## config.mk

```make
export PLATFORM = sky130hd
export DESIGN_NAME = ps2_key_tracker
export DESIGN_NICKNAME = d
export VERILOG_FILES = /design/src/rtl/ps2_key_tracker.sv
export SDC_FILE = /design/constraint.sdc
export NUM_CORES = 1
export LEC_CHECK = 0
export BUFFER_PORTS_ARGS = -buffer_cell sky130_fd_sc_hd__buf_2
export CORE_MARGIN = 2
export CORE_UTILIZATION = 55
export DETAILED_ROUTE_END_ITERATION = 8
export MAX_ROUTING_LAYER = met4
export PLACE_DENSITY = 0.88
export SYNTH_ARGS = -nofsm -noshare
export SYNTH_HDL_FRONTEND = slang
export SYNTH_SLANG_ARGS = --single-unit
```

## constraint.sdc

```tcl
create_clock -name CLOCK_50 -period 2.4 [get_ports CLOCK_50]
set_clock_uncertainty 0.1 [all_clocks]
set_input_delay 0.36 -clock CLOCK_50 [delete_from_list [all_inputs] [get_ports CLOCK_50]]
set_output_delay 0.36 -clock CLOCK_50 [all_outputs]
set_load 0.005 [all_outputs]
```

## src/rtl/ps2_key_tracker.sv

```systemverilog
// PS/2 set-2 scancode decoder: parses E0/F0 prefixes, emits one event per key sequence
// and tracks the held state of four direction keys.
module ps2_key_tracker #(
    parameter logic [7:0] UP_CODE    = 8'h75,
    parameter logic [7:0] DOWN_CODE  = 8'h72,
    parameter logic [7:0] LEFT_CODE  = 8'h6B,
    parameter logic [7:0] RIGHT_CODE = 8'h74,
    parameter bit         MATCH_EXT  = 1'b1,
    parameter int unsigned TIMEOUT   = 1_000_000
) (
    input  logic       CLOCK_50,
    input  logic       resetn,
    input  logic [7:0] ps2_data,
    input  logic       ps2_valid,
    output logic [7:0] key_code,
    output logic       key_ext,
    output logic       key_break,
    output logic       key_valid,
    output logic [3:0] held,
    output logic [3:0] accel,
    output logic [3:0] turn
);

    localparam int unsigned TW = (TIMEOUT > 2) ? $clog2(TIMEOUT) : 1;

    typedef enum logic [1:0] {
        IDLE    = 2'd0,
        EXT     = 2'd1,
        BRK     = 2'd2,
        EXT_BRK = 2'd3
    } state_t;

    state_t        state;
    logic [TW-1:0] timer;

    logic       emit;
    logic       emit_ext;
    logic       emit_brk;
    logic       is_prefix;
    logic       is_noise;
    logic       ext_ok;
    logic [3:0] hit;
    logic       timed_out;

    always_comb begin
        is_prefix = (ps2_data == 8'hE0) || (ps2_data == 8'hF0);
        is_noise  = (ps2_data == 8'hE1) || (ps2_data == 8'hAA) || (ps2_data == 8'hFA) ||
                    (ps2_data == 8'hFE) || (ps2_data == 8'hEE) || (ps2_data == 8'h00) ||
                    (ps2_data == 8'hFF);
        emit     = 1'b0;
        emit_ext = 1'b0;
        emit_brk = 1'b0;
        if (ps2_valid) begin
            case (state)
                IDLE:    emit = !is_prefix && !is_noise;
                EXT:     emit = !is_prefix;
                BRK:     emit = !is_prefix;
                EXT_BRK: emit = !is_prefix;
                default: emit = 1'b0;
            endcase
            emit_ext = (state == EXT) || (state == EXT_BRK);
            emit_brk = (state == BRK) || (state == EXT_BRK);
        end
        ext_ok = emit_ext || !MATCH_EXT;
        hit    = {ps2_data == RIGHT_CODE, ps2_data == LEFT_CODE,
                  ps2_data == DOWN_CODE,  ps2_data == UP_CODE} & {4{ext_ok}};
        timed_out = (state != IDLE) && (timer == TW'(TIMEOUT - 1));
    end

    always_ff @(posedge CLOCK_50) begin
        if (!resetn) begin
            state     <= IDLE;
            timer     <= '0;
            key_code  <= '0;
            key_ext   <= 1'b0;
            key_break <= 1'b0;
            key_valid <= 1'b0;
            held      <= '0;
        end else begin
            key_valid <= emit;
            if (emit) begin
                key_code  <= ps2_data;
                key_ext   <= emit_ext;
                key_break <= emit_brk;
                held      <= emit_brk ? (held & ~hit) : (held | hit);
            end

            if (ps2_valid || state == IDLE || timed_out)
                timer <= '0;
            else
                timer <= timer + 1'b1;

            // A byte arriving on the timeout cycle is still handled in the current state.
            if (ps2_valid) begin
                case (state)
                    IDLE: begin
                        if (ps2_data == 8'hE0)      state <= EXT;
                        else if (ps2_data == 8'hF0) state <= BRK;
                        else                        state <= IDLE;
                    end
                    EXT: begin
                        if (ps2_data == 8'hF0)      state <= EXT_BRK;
                        else if (ps2_data == 8'hE0) state <= EXT;
                        else                        state <= IDLE;
                    end
                    BRK:     state <= is_prefix ? BRK : IDLE;
                    EXT_BRK: state <= is_prefix ? EXT_BRK : IDLE;
                    default: state <= IDLE;
                endcase
            end else if (timed_out) begin
                state <= IDLE;
            end
        end
    end

    always_comb begin
        accel = 4'h0;
        turn  = 4'h0;
        if (held[0] && !held[1]) accel = 4'h1;
        if (held[1] && !held[0]) accel = 4'h2;
        if (held[2] && !held[3]) turn  = 4'h1;
        if (held[3] && !held[2]) turn  = 4'h2;
    end

endmodule

```

* Yosys cells after proc, flatten, opt, wreduce, memory -nomap -nowiden *
Cells that the tools add are included.

operators by class
  multiplexer cells = 18
  add/sub/neg operators = 1
  reduce and logical (&&, ||, !) cells = 29
  bitwise gates (word level) = 5
  equality and inequality tests = 16

operator list
  kind                   number
  $eq 8x8->1 const B     8
  $eq 8x7->1 const B     4
  $add 20x1->20 const B  1
  $eq 20x20->1 const B   1
  $mux 2                 7
  $mux 4                 3
  $logic_or 1x1->1       11
  $and 4x4->4            2
  $logic_not 8->1        1
  $pmux 2 s4             1
  $logic_and 1x1->1      6
  $logic_not 1->1        6
  $mux 1                 6
  $eq 2x2->1 const B     2
  $not 4->4              1
  $or 4x4->4             1
  $reduce_bool 2->1      2
  $reduce_or 3->1        1
  $eq 2x1->1 const B     1
  $logic_not 2->1        1
  $pmux 1 s2             1
  $reduce_or 2->1        1
  $not 1->1              1

word-level totals
  word-level logic and storage cells = 76
  output and inout port bits = 23
  flip-flop bits (word level) = 37
  bits of input ports = 11

* Depth between registers and ports, before layout *
  word-level depth = 11
  depth in mapped cells = 6

* Least setup slack after synthesis *
Ideal clock, no wire load.

  path type = reg-to-reg
  from = register timer[13]
  to = register timer[19]
  path slack = 0.530 ns
  clock period less this slack = 1.870 ns
  setup time = 0.125 ns
  arrival = 1.644 ns
  stages on the path, launching flop included = 6
  cell sequence = dfxtp_1 or4b_1 or4_4 o221ai_2 buf_6 a21oi_1

between the ends
  word-level cells in the longest chain between the ends = 4
  elaborated cells between the ends (all ways) = 5

ends and longest elaborated chain
  item                                                   RTL line  source
  start: declaration                                     34        logic [TW-1:0] timer;
  start signal: assignment                               91        timer <= timer + 1'b1;
  branches (longest 4 deep; another with $add 20x1->20)  -

Several ways; the timed one is not identified.
A chain may end at the register's enable or synchronous reset.

* Worst setup path after layout *
  from = register timer[13]
  to = register timer[5]

between the ends
  word-level cells in the longest chain between the ends = 4

ends and longest elaborated chain
  item                              RTL line  source
  $eq 20x20->1                      67        timed_out = (state != IDLE) && (timer == TW'(TIMEOUT - 1));
  $logic_and 1x1->1                 67
  $logic_or 1x1->1                  88        if (ps2_valid || state == IDLE || timed_out)
  $reduce_or 2->1 (no source line)  -

Every way passes these cells.

==> reports/metrics.yaml <==
status:
  status: "completed"
clock_tree:
  cts_made_buffers: 5
  cts_hold_buf: 0
  clk_latency_ps: 330
  clockBufferDepth: 2
  cts_tree: "built"
  post-cts-setup-buffers: 0
  cts_max_level: 2
  cts-root-buf: "clkbuf_4"
  cts_sinks: 37
  clk_pin_slew_worst_paths_ps: 110
  ctsResizeCount: 0
sta:
  finalHoldWorstSlack_ps: 218
  hold_viol: 0
  finalCriticalPeriod_ps: 2000
  setup_viol: 0
  worstMarginPinSlew_ps: 880
  slew_headroom_pct: 41.0
  rsz0062_at_grt: "false"
  post-route-period-util_pct: 83.5
  max_clock_freq_mhz: 499
  slew_violations: 0
  finalSetupTns_ps: 0
  fin_ws_ps: 396
routing:
  drt-pass1-iter-count: 4
  num_vias: 1669
  postRouteAntennaNets: 0
  drt-initial-drc-count: 134
  routed_via_density: 5.53
  drc: 0
  wire_per_inst_um: 11.8
  drt_wl_total_mm: 3.56
synth:
  yosysWarnings: 0
  netlist_area_sq_um: 1860
  synth_edf_count: 0
  ys_seq_area_share_pct: 39.8
  synthTopCellsByArea: "dfxtp_1 40%, mux2i_1 5.9%, nand2_1 5.4%, nand3_1 4.0%, nor2_1 4.0%"
  ys_ff_latch: 37
  netlist_instances: 223
  synth_ff_type: "dfxtp_1"
  ys_async_sr_fraction_pct: 0
  synth_common_cells: "37 x dfxtp_1, 27 x nand2_1, 20 x nor2_1, 15 x nand3_1, 11 x mux2i_1"
  yosysTopAreaCellShare_pct: 39.8
  synth_area_leader_cell: "dfxtp_1"
  synth_most_common_cell: "dfxtp_1"
  syn_avg_cell_area_sq_um: 8.35
  synth_cell_type_count: 41
worst_setup_path:
  critPathSlowestCell: "or4b_1"
  max_stage_delay_ps: 540
  crit_family: "simple AND/OR/NAND/NOR gates"
  cp.required_ps: 2530
  path_buf_inv: 1
  worstSetupEndpointType: "flip-flop"
  crit_type: "reg -> reg"
  cp_cell_sequence: "or4b_1, or4_4, o221ai_2, buf_4, nor2_1"
  cp-start-kind: "flip-flop"
  critPathMaxFanout: 11
  arrival_ps: 2130
placed_design:
  place_area_sq_um: 2050
  post-place-cells: 294
  place_ws_ps: 155
  io_buffers: 29
  place.gp.congestion: 0.943
  dp_hpwl_mm: 2.64
power_and_ir_drop:
  seqPwrFrac_pct: 58.3
  p_sw_share_pct: 23.0
  p_leak_nw: 0.830
  powerDensity_nw_per_um2: 508
  p_sw_mw: 0.248
  peakVddDrop_mv: 0.316
  p_clk_share_pct: 33.9
  p_total_mw: 1.08
  combPwrFrac_pct: 7.8
  p_int_mw: 0.829
layout:
  ff_latch_area_sq_um: 741
  fin_cells: 302
  fin_area_sq_um: 2120
  multi_input_area_sq_um: 1020
  diodes: 0
  syn_to_final_growth_pct: 13.8
  fill_cells: 296
  drive_above_1_share_pct: 19.1
  nets: 267
  final_core_util_pct: 64.5
job:
  max_cap_viol_count: 0
floorplanning:
  rows: 21
  io_pins: 34
  die_h_um: 62.2
  start_util_pct: 56.7
  die_w_um: 62.2
  core_area_sq_um: 3280
  dieArea_sq_um: 3870
global_route:
  grt-ovfl-total: 0
  grt_pass1_vias: 1585
  track_usage_pct: 20.9
  grt_max_degree: 31
  grt_antenna_before_repair: 0
  grt_pass1_wl_mm: 6.44
worst_hold_path:
  hp-class: "in -> reg"
==> logic make-up after synthesis <==
kind of cell,after synthesis,share of synthesized area [%]
flops,37,39.8
buf+inv,22,6.11
fa+ha+maj,1,0.671
simple gates,110,31.6
mux,11,5.91
compound gates,29,10.1
other cells,1,0.201
xor+xnor,12,5.64
==> cell usage in the layout (no fill, tap or decap), types with 6 or more instances in the layout <==
master / count
inv_1: 7
nand3_1: 15
nand2_1: 27
buf_4: 8
nor2_1: 20
xor2_1: 6
nand4_1: 9
nor2b_1: 7
mux2i_1: 11
o21ai_0: 10
a21oi_1: 7
xnor2_1: 6
dfxtp_1: 37
buf_2: 29
==> layout make-up <==
class                   count  share of cell area [%]
well taps                  46                    2.72
flip-flops and latches     37                    34.9
clock buffers               7                    3.07
inverters                   7                    1.24
clock inverters             1                   0.236
multi-input cells         167                    48.1
repair buffers             37                    9.68
==> per-layer routing <==
metal,routed length (um),GRT usage [%]
met4,15,9.72
met5,0,-
met2,1720,36.1
met1,1640,23.0
met3,185,4.53
==> final timing paths <==
check,start,endpoint,slack [ps],cells after the start
setup / recovery,timer[13]$_SDFF_PP0_,timer[5]$_SDFF_PP0_,400,5
hold / removal,ps2_data[0],key_code[0]$_SDFFE_PN0P_,220,3
setup reg to reg,timer[13]$_SDFF_PP0_,timer[5]$_SDFF_PP0_,400,5
hold reg to reg,key_code[6]$_SDFFE_PN0P_,key_code[6]$_SDFFE_PN0P_,370,2
==> power by group through the flow <==
stage / clock network, mW / logic (mW) / registers, mW
2_1_floorplan: 0 / 0.0524 / 0.643
3_3_place_gp: 0 / 0.0820 / 0.642
3_5_place_dp: 0 / 0.0832 / 0.642
4_1_cts: 0.382 / 0.0835 / 0.628
5_1_grt: 0.407 / 0.0943 / 0.630
6_report: 0.364 / 0.0841 / 0.628
==> worst reg2reg max path, delay by kind of cell (launching register included) <==
kind            cells  cell delay [ps]
buf+inv             1              210
compound gates      1              190
flops               1              360
simple gates        3             1050
(Power assumes the default switching activity.)
